### config.mk
export PLATFORM = sky130hd
export DESIGN_NAME = c8_result_fifo
export DESIGN_NICKNAME = d
export VERILOG_FILES = /design/src/rtl/c8_result_fifo.sv
export SDC_FILE = /design/constraint.sdc
export NUM_CORES = 1
export LEC_CHECK = 0
export ABC_AREA = 1
export CAP_MARGIN = 20
export CORE_MARGIN = 4
export CORE_UTILIZATION = 40
export DETAILED_ROUTE_END_ITERATION = 16
export PLACE_DENSITY = 0.68
export SLEW_MARGIN = 20
export SYNTH_ARGS = -nofsm -noshare
export SYNTH_HDL_FRONTEND = slang
export SYNTH_SLANG_ARGS = --single-unit
### constraint.sdc
create_clock -name pclk -period 2.6 [get_ports pclk]
set_input_delay 0.26 -clock pclk [delete_from_list [all_inputs] [get_ports pclk]]
set_output_delay 0.26 -clock pclk [all_outputs]
set_load 0.1 [all_outputs]
### src/rtl/c8_result_fifo.sv
// Result capture FIFO for the c8 datapath: first-word-fall-through queue with
// valid/ready on both sides, a sticky overflow flag and a saturating flagged-word count.
module c8_result_fifo #(
    parameter int unsigned DEPTH = 4,
    parameter int unsigned W     = 17
) (
    input  logic                     pclk,
    input  logic                     prst_n,
    input  logic                     pin_valid,
    input  logic [W-1:0]             pin_data,
    output logic                     pin_ready,
    output logic                     pout_valid,
    output logic [W-1:0]             pout_data,
    input  logic                     pout_ready,
    output logic [$clog2(DEPTH):0]   pcount,
    output logic                     povf,
    output logic [7:0]               pflag_cnt,
    input  logic                     pclr
);

    localparam int unsigned AW = $clog2(DEPTH);
    localparam int unsigned CW = AW + 1;
    localparam logic [CW-1:0] CountFull = CW'(DEPTH);

    logic [W-1:0]  mem [DEPTH];
    logic [AW-1:0] wptr_q, wptr_d;
    logic [AW-1:0] rptr_q, rptr_d;
    logic [CW-1:0] count_q, count_d;
    logic          ovf_q, ovf_d;
    logic [7:0]    flag_cnt_q, flag_cnt_d;
    logic          push, pop, flagged_push;

    // Ready/valid decode only from registered occupancy, so no path from pout_ready.
    assign pin_ready  = (count_q < CountFull);
    assign pout_valid = (count_q != '0);
    assign pout_data  = pout_valid ? mem[rptr_q] : '0;
    assign pcount     = count_q;
    assign povf       = ovf_q;
    assign pflag_cnt  = flag_cnt_q;

    assign push         = pin_valid & pin_ready;
    assign pop          = pout_valid & pout_ready;
    assign flagged_push = push & pin_data[W-1];

    always_comb begin
        wptr_d     = wptr_q;
        rptr_d     = rptr_q;
        count_d    = count_q;
        ovf_d      = ovf_q;
        flag_cnt_d = flag_cnt_q;

        if (push) begin
            wptr_d = wptr_q + AW'(1);
        end
        if (pop) begin
            rptr_d = rptr_q + AW'(1);
        end

        unique case ({push, pop})
            2'b10:   count_d = count_q + CW'(1);
            2'b01:   count_d = count_q - CW'(1);
            default: count_d = count_q;
        endcase

        // A drop in the same cycle as a clear still leaves the flag set.
        if (pin_valid && !pin_ready) begin
            ovf_d = 1'b1;
        end else if (pclr) begin
            ovf_d = 1'b0;
        end

        if (pclr) begin
            flag_cnt_d = flagged_push ? 8'd1 : 8'd0;
        end else if (flagged_push && (flag_cnt_q != 8'hFF)) begin
            flag_cnt_d = flag_cnt_q + 8'd1;
        end
    end

    always_ff @(posedge pclk or negedge prst_n) begin
        if (!prst_n) begin
            wptr_q     <= '0;
            rptr_q     <= '0;
            count_q    <= '0;
            ovf_q      <= 1'b0;
            flag_cnt_q <= 8'd0;
        end else begin
            wptr_q     <= wptr_d;
            rptr_q     <= rptr_d;
            count_q    <= count_d;
            ovf_q      <= ovf_d;
            flag_cnt_q <= flag_cnt_d;
        end
    end

    // Storage needs no reset: it is only read while the occupancy says it holds a word.
    always_ff @(posedge pclk) begin
        if (push) begin
            mem[wptr_q] <= pin_data;
        end
    end

endmodule

==> summary.txt, run 1 <==
Endpoints failing setup = 0
FP Rows = 34
Final Util = 52.20%
Port Buffers = 52
Routability Congestion = 0.8088
Setup Total Neg Slack = 0 ns
Achievable Freq = 0.4530 GHz
Critical path required time = 2.34 ns
Crit path kind = flop to output port
Vias per cell = 4.955
Final period utilization = 84.90%
Max Clock Skew = 0.01148 ns
Register clock-pin slew on the reported worst setup and hold paths = 0.09 ns
Xor/xnor share of the synthesized area = 1.421%
Clk sinks = 84
Seq/Total Area, Yosys = 67.64%
CTS Buf Count = 9
Total gr overflow = 0
WL/cell = 14.50 µm
Worst Setup Start Kind = flop
Post-synth EDFFs = 68
Clk Latency, worst-skew pair = 0.35 ns
CP Max Fanout = 18
I/O pin total = 53
DRT antenna net count = 0
Final hold vios = 0
Synth Flop Type = edfxtp_1
Largest net degree at the start of global routing = 35
Placement Cell Area = 0.004390 mm²
Clock Tree Buf Depth = 2
First-iteration detailed-routing DRC count = 86
Average cell area after synthesis = 11.28 µm²
CP cell instances = buf_4 -> inv_2 -> nor2_1 -> o21ai_0 -> a21oi_1 -> buf_12
Pre-antenna DRT Iters = 4
Initial antenna violation count = 0
FF-to-FF Start = pcount[0]
Layout Cells excl Fill = 493
Hold Path Class = primary input to async pin
Vert. Die Dim = 103.0 µm
DR vias = 2443
Starting Density = 41.21%
Adder-Cell Fraction of Synth Area = 2.633%
Proportion of layout cells with a drive suffix above 1 = 18.44%
CP arrival = 1.95 ns
Worst slew margin = 48.81%
Global-route wire length before repair = 11540 µm
Tmin final = 2.207 ns
Unrepaired setup endpoints after global routing = no
DP Cell Count = 477
Total GRT Usage = 14.49%
Area grow syn2layout = 26.68%
CTS Hold Bufs = 0
YS warnings = 0
CP max stage cell = dfrtp_1
Largest family of logic cells by synthesized area = simple AND/OR/NAND/NOR gates
Die area = 0.01061 mm²
# resized after CTS = 0
Fillers = 753
Cells after synthesis = 320
Total Wirelength = 7147 µm
Post-Synth Simple-Gate Area = 14.38%
Antenna cell count = 0
Critical Path End Type = output port
DP HPWL = 4580 µm
Die W = 103.0 µm
Synth async-reset ratio = 19.05%
Max-Cap Viols = 0
Tightest Pin Transition = 0.7654 ns
Final #Nets = 409
Post-synth cell types = 30
CP max stage delay = 0.33 ns
DRC = 0
Vias in the first global route = 2374
H-Tree Depth = 3
Flop2flop setup slack = 0.75 ns
Max-slew violations = 0
CTS tree = built
Status = complete, no violations
Mux cell area share after synthesis = 0%
Syn nets = 349
Fin area = 0.004574 mm²
Core area = 0.008763 mm²
Post-synthesis register bit count = 84
Root buffer selected by CTS = clkbuf_8
Crit path from = rptr_q[1]
Post-CTS setup buffer count = 0
Compound-cell area share of the yosys netlist = 9.044%
Mapped Area = 0.003611 mm²
state kept, by name (all words and copies together), names as in the netlist:
register / count
pflag_cnt: 8
povf: 1
mem: 68
pcount: 3
rptr_q: 2
wptr_q: 2
kinds of logic (layout without fill, tap and decap cells):
kind of cell,after synthesis,after routing
compound gates,64,64
xor+xnor,5,5
fa+ha+maj,7,7
buf+inv,36,101
flops,84,84
simple gates,124,124
layer usage:
layer | routed length (µm) | up-vias | global-route usage [%]
met5 | 0 | - | 0
met4 | 141 | 0 | 6.972
met3 | 365 | 14 | 3.451
met2 | 3516 | 60 | 24.07
met1 | 3124 | 1166 | 17.77
li1 | - | 1203 | -
metrics by stage:
stage,setup WS (ns),hold slack (ns)
2_1_floorplan,-0.4834,-0.03559
3_3_place_gp,0.5418,0.4919
3_5_place_dp,0.5061,0.4933
4_1_cts,0.3661,0.3665
5_1_grt,0.2308,0.4084
6_report,0.3925,0.3535
worst max-delay path: cells and delay by family, from the launching register on:
kind / cells / cell delay [ns]
AOI/OAI and AO/OA: 2 / 0.43
buffers and inverters: 3 / 0.70
DFF: 1 / 0.33
and+or+nand+nor: 1 / 0.14
cell usage in the layout, fill, tap and decap left out, drive strengths merged, types with 4 or more instances in the layout:
cell type / netlist / final
nand2: 32 / 32
ha: 6 / 6
xor2: 4 / 4
clkbuf: 3 / 9
dfrtp: 16 / 16
a21oi: 24 / 24
nand3: 6 / 6
o21ai: 38 / 38
nor2: 83 / 83
clkdlybuf4s50: 0 / 21
inv: 23 / 26
edfxtp: 68 / 68
buf: 8 / 39
cell usage after synthesis, types with 4 or more instances:
cell type  instances  area, µm²
o21ai_0           33      165.2
dfrtp_1           16      400.4
a21oi_1           24      120.1
nand3_1            5      25.02
buf_4              6      45.04
nand2_1           27      101.4
nand2_2            4      25.02
edfxtp_1          68       2042
o21ai_1            5      25.02
nor2_1            81      304.0
ha_1               6      75.07
inv_1             20      75.07
final timing paths:
path,end,cells after the start
min in group pclk,povf,1
hold / removal,pflag_cnt[1],1
setup reg to reg,pcount[2],8
setup / recovery,pout_data[14],6
hold reg to reg,povf,1
max in group asynchronous,pcount[2],1
cell type report:
type,count,area (µm²),area share (%)
Tap cell,108,135.1,2.954
Timing Repair Buffer,60,715.7,15.65
Multi-Input combinational cell,200,992.2,21.69
Clock inverter,7,60.06,1.313
Inverter,25,103.9,2.270
Sequential cell,84,2444,53.42
Clock buffer,9,123.9,2.708
Power of run 1 is not shown: default switching activity piles up to over one toggle a cycle in this logic, so the estimate is an artifact.
==> run 2, diff against run 1 <==
==> constraint.sdc (replaced) <==
create_clock -name pclk -period 2.25 [get_ports pclk]
set_input_delay 0.225 -clock pclk [delete_from_list [all_inputs] [get_ports pclk]]
set_output_delay 0.225 -clock pclk [all_outputs]
set_load 0.1 [all_outputs]
==> summary.txt, run 2 (synthesis gave the netlist of run 1 again) <==
Die W = 103.0 µm (unchanged)
WP buf/inv = 2 (-1)
Endpoints failing setup = 0 (unchanged)
DRT antenna net count = 0 (unchanged)
Final period utilization = 89.79%
Core area = 0.008763 mm² (unchanged)
Max Clock Skew = 0.008386 ns (-0.003094 ns)
Worst Setup Start Kind = flop
Largest net degree at the start of global routing = 35 (unchanged)
Initial antenna violation count = 0 (unchanged)
CTS Buf Count = 9 (unchanged)
Critical path required time = 2.03 ns (-0.31 ns)
Achievable Freq = 0.4950 GHz
Total GRT Usage = 13.85% (-0.65 points)
Clock Tree Buf Depth = 2 (unchanged)
CP Max Fanout = 16 (-2)
Most frequent cells in the layout = nor2_1, edfxtp_1, o21ai_0, nand2_1
Routability Congestion = 0.8484 (+4.9%)
WHS = 0.3307 ns (-0.02279 ns)
Vert. Die Dim = 103.0 µm (unchanged)
Multi-input gate area in the final layout = 0.001056 mm² (+6.4%)
Setup slack after layout = 0.2298 ns (-0.1628 ns)
Area grow syn2layout = 28.69%
Fin area = 0.004647 mm² (+1.6%)
Placement Cell Area = 0.004469 mm² (+1.8%)
Largest Register = mem
DR vias = 2382 (-2.5%)
Critical Path End Type = output port
Max reg flops = 68 (unchanged)
Fillers = 741 (-1.6%)
Proportion of layout cells with a drive suffix above 1 = 23.64% (+5.2 points)
Crit-path most repeated cell = nor2_1
Tightest Pin Transition = 0.7621 ns (-0.003281 ns)
Worst slew margin = 49.03% (+0.22 points)
Final hold vios = 0 (unchanged)
Tmin final = 2.020 ns
Max-Cap Viols = 0 (unchanged)
Status = complete, no violations
Commonest non-fill, non-tap cell in the layout = nor2_1
CTS tree = built
DP HPWL = 4517 µm (-1.4%)
WL/cell = 13.80 µm (-4.8%)
CTS Hold Bufs = 0 (unchanged)
Gate family responsible for the most delay along the worst path = flip-flops
Total gr overflow = 0 (unchanged)
Reg area = 0.002447 mm² (+0.15%)
Die area = 0.01061 mm² (unchanged)
Antenna cell count = 0 (unchanged)
Unrepaired setup endpoints after global routing = no
H-Tree Depth = 3 (unchanged)
Place WS = 0.1895 ns (-0.3165 ns)
Cell count along the critical path = 6 (unchanged)
I/O pin total = 53 (unchanged)
Crit path kind = flop to output port
First-iteration detailed-routing DRC count = 94 (+9.3%)
Clk sinks = 84 (unchanged)
Register clock-pin slew on the reported worst setup and hold paths = 0.09 ns (about the same)
Vias per cell = 4.832 (-2.5%)
Root buffer selected by CTS = clkbuf_8
Clk Latency, worst-skew pair = 0.34 ns (about the same)
Pre-antenna DRT Iters = 4 (unchanged)
Max-slew violations = 0 (unchanged)
CP max stage delay = 0.50 ns (+0.17 ns)
Global-route wire length before repair = 11040 µm (-4.4%)
Total Wirelength = 6802 µm (-4.8%)
DRC = 0 (unchanged)
Hold Path Class = primary input to async pin
CP arrival = 1.80 ns (-0.15 ns)
Final #Nets = 409 (unchanged)
CP max stage cell = dfrtp_2
Port Buffers = 52 (unchanged)
FP Rows = 34 (unchanged)
Starting Density = 41.21% (unchanged)
Vias in the first global route = 2295 (-3.3%)
Reg2reg path depth = 8 (unchanged)
CP cell instances = buf_4 -> nor2_1 -> nor2_1 -> o21ai_0 -> a21oi_2 -> buf_12
==> run 2: cell types whose count changed in the layout (fill, tap and decap cells not counted), sizes merged <==
cell	change
inv	-1
clkinv	+1
==> run 2: per-layer routing <==
metal	wire length (µm)	vias to the layer above	global-route usage, %
li1	-	1198	-
met5	0	-	0
met4	107	0	5.976
met2	3445	56	23.53
met1	2896	1120	16.67
met3	352	8	3.518
==> run 2: area by class of cell <==
cell class,count,share of cell area (%)
Multi-Input combinational cell,200,22.72
Sequential cell,84,52.67
Inverter,25,2.289
Timing Repair Buffer,60,15.67
Tap cell,108,2.908
Clock buffer,9,2.666
Clock inverter,7,1.077
==> run 2: repair_timing <==
action | in CTS | in global routing
endpoints found under the setup margin | 0 | 17
setup buffers | 0 | 0
gates resized for setup | 0 | 3
==> run 2: worst paths after layout <==
path / slack (ns) / endpoint / from
setup / recovery: 0.23 / pout_data[13] / rptr_q[0]
setup reg to reg: 0.44 / pcount[2] / pcount[2]
hold / removal: 0.33 / rptr_q[0] / prst_n
hold reg to reg: 0.51 / povf / povf
max in group asynchronous: 1.39 / pcount[2] / prst_n
min in group pclk: 0.51 / povf / povf
==> run 2: metrics by stage <==
step	util [%]	setup TNS (ns)	cells
3_3_place_gp	51.00	0	477
5_1_grt	53.03	0	493
2_1_floorplan	-	-0.1389	320
3_5_place_dp	51.00	0	477
4_1_cts	52.98	0	493
6_report	53.03	0	493
Power of run 2 is left out for the same reason.
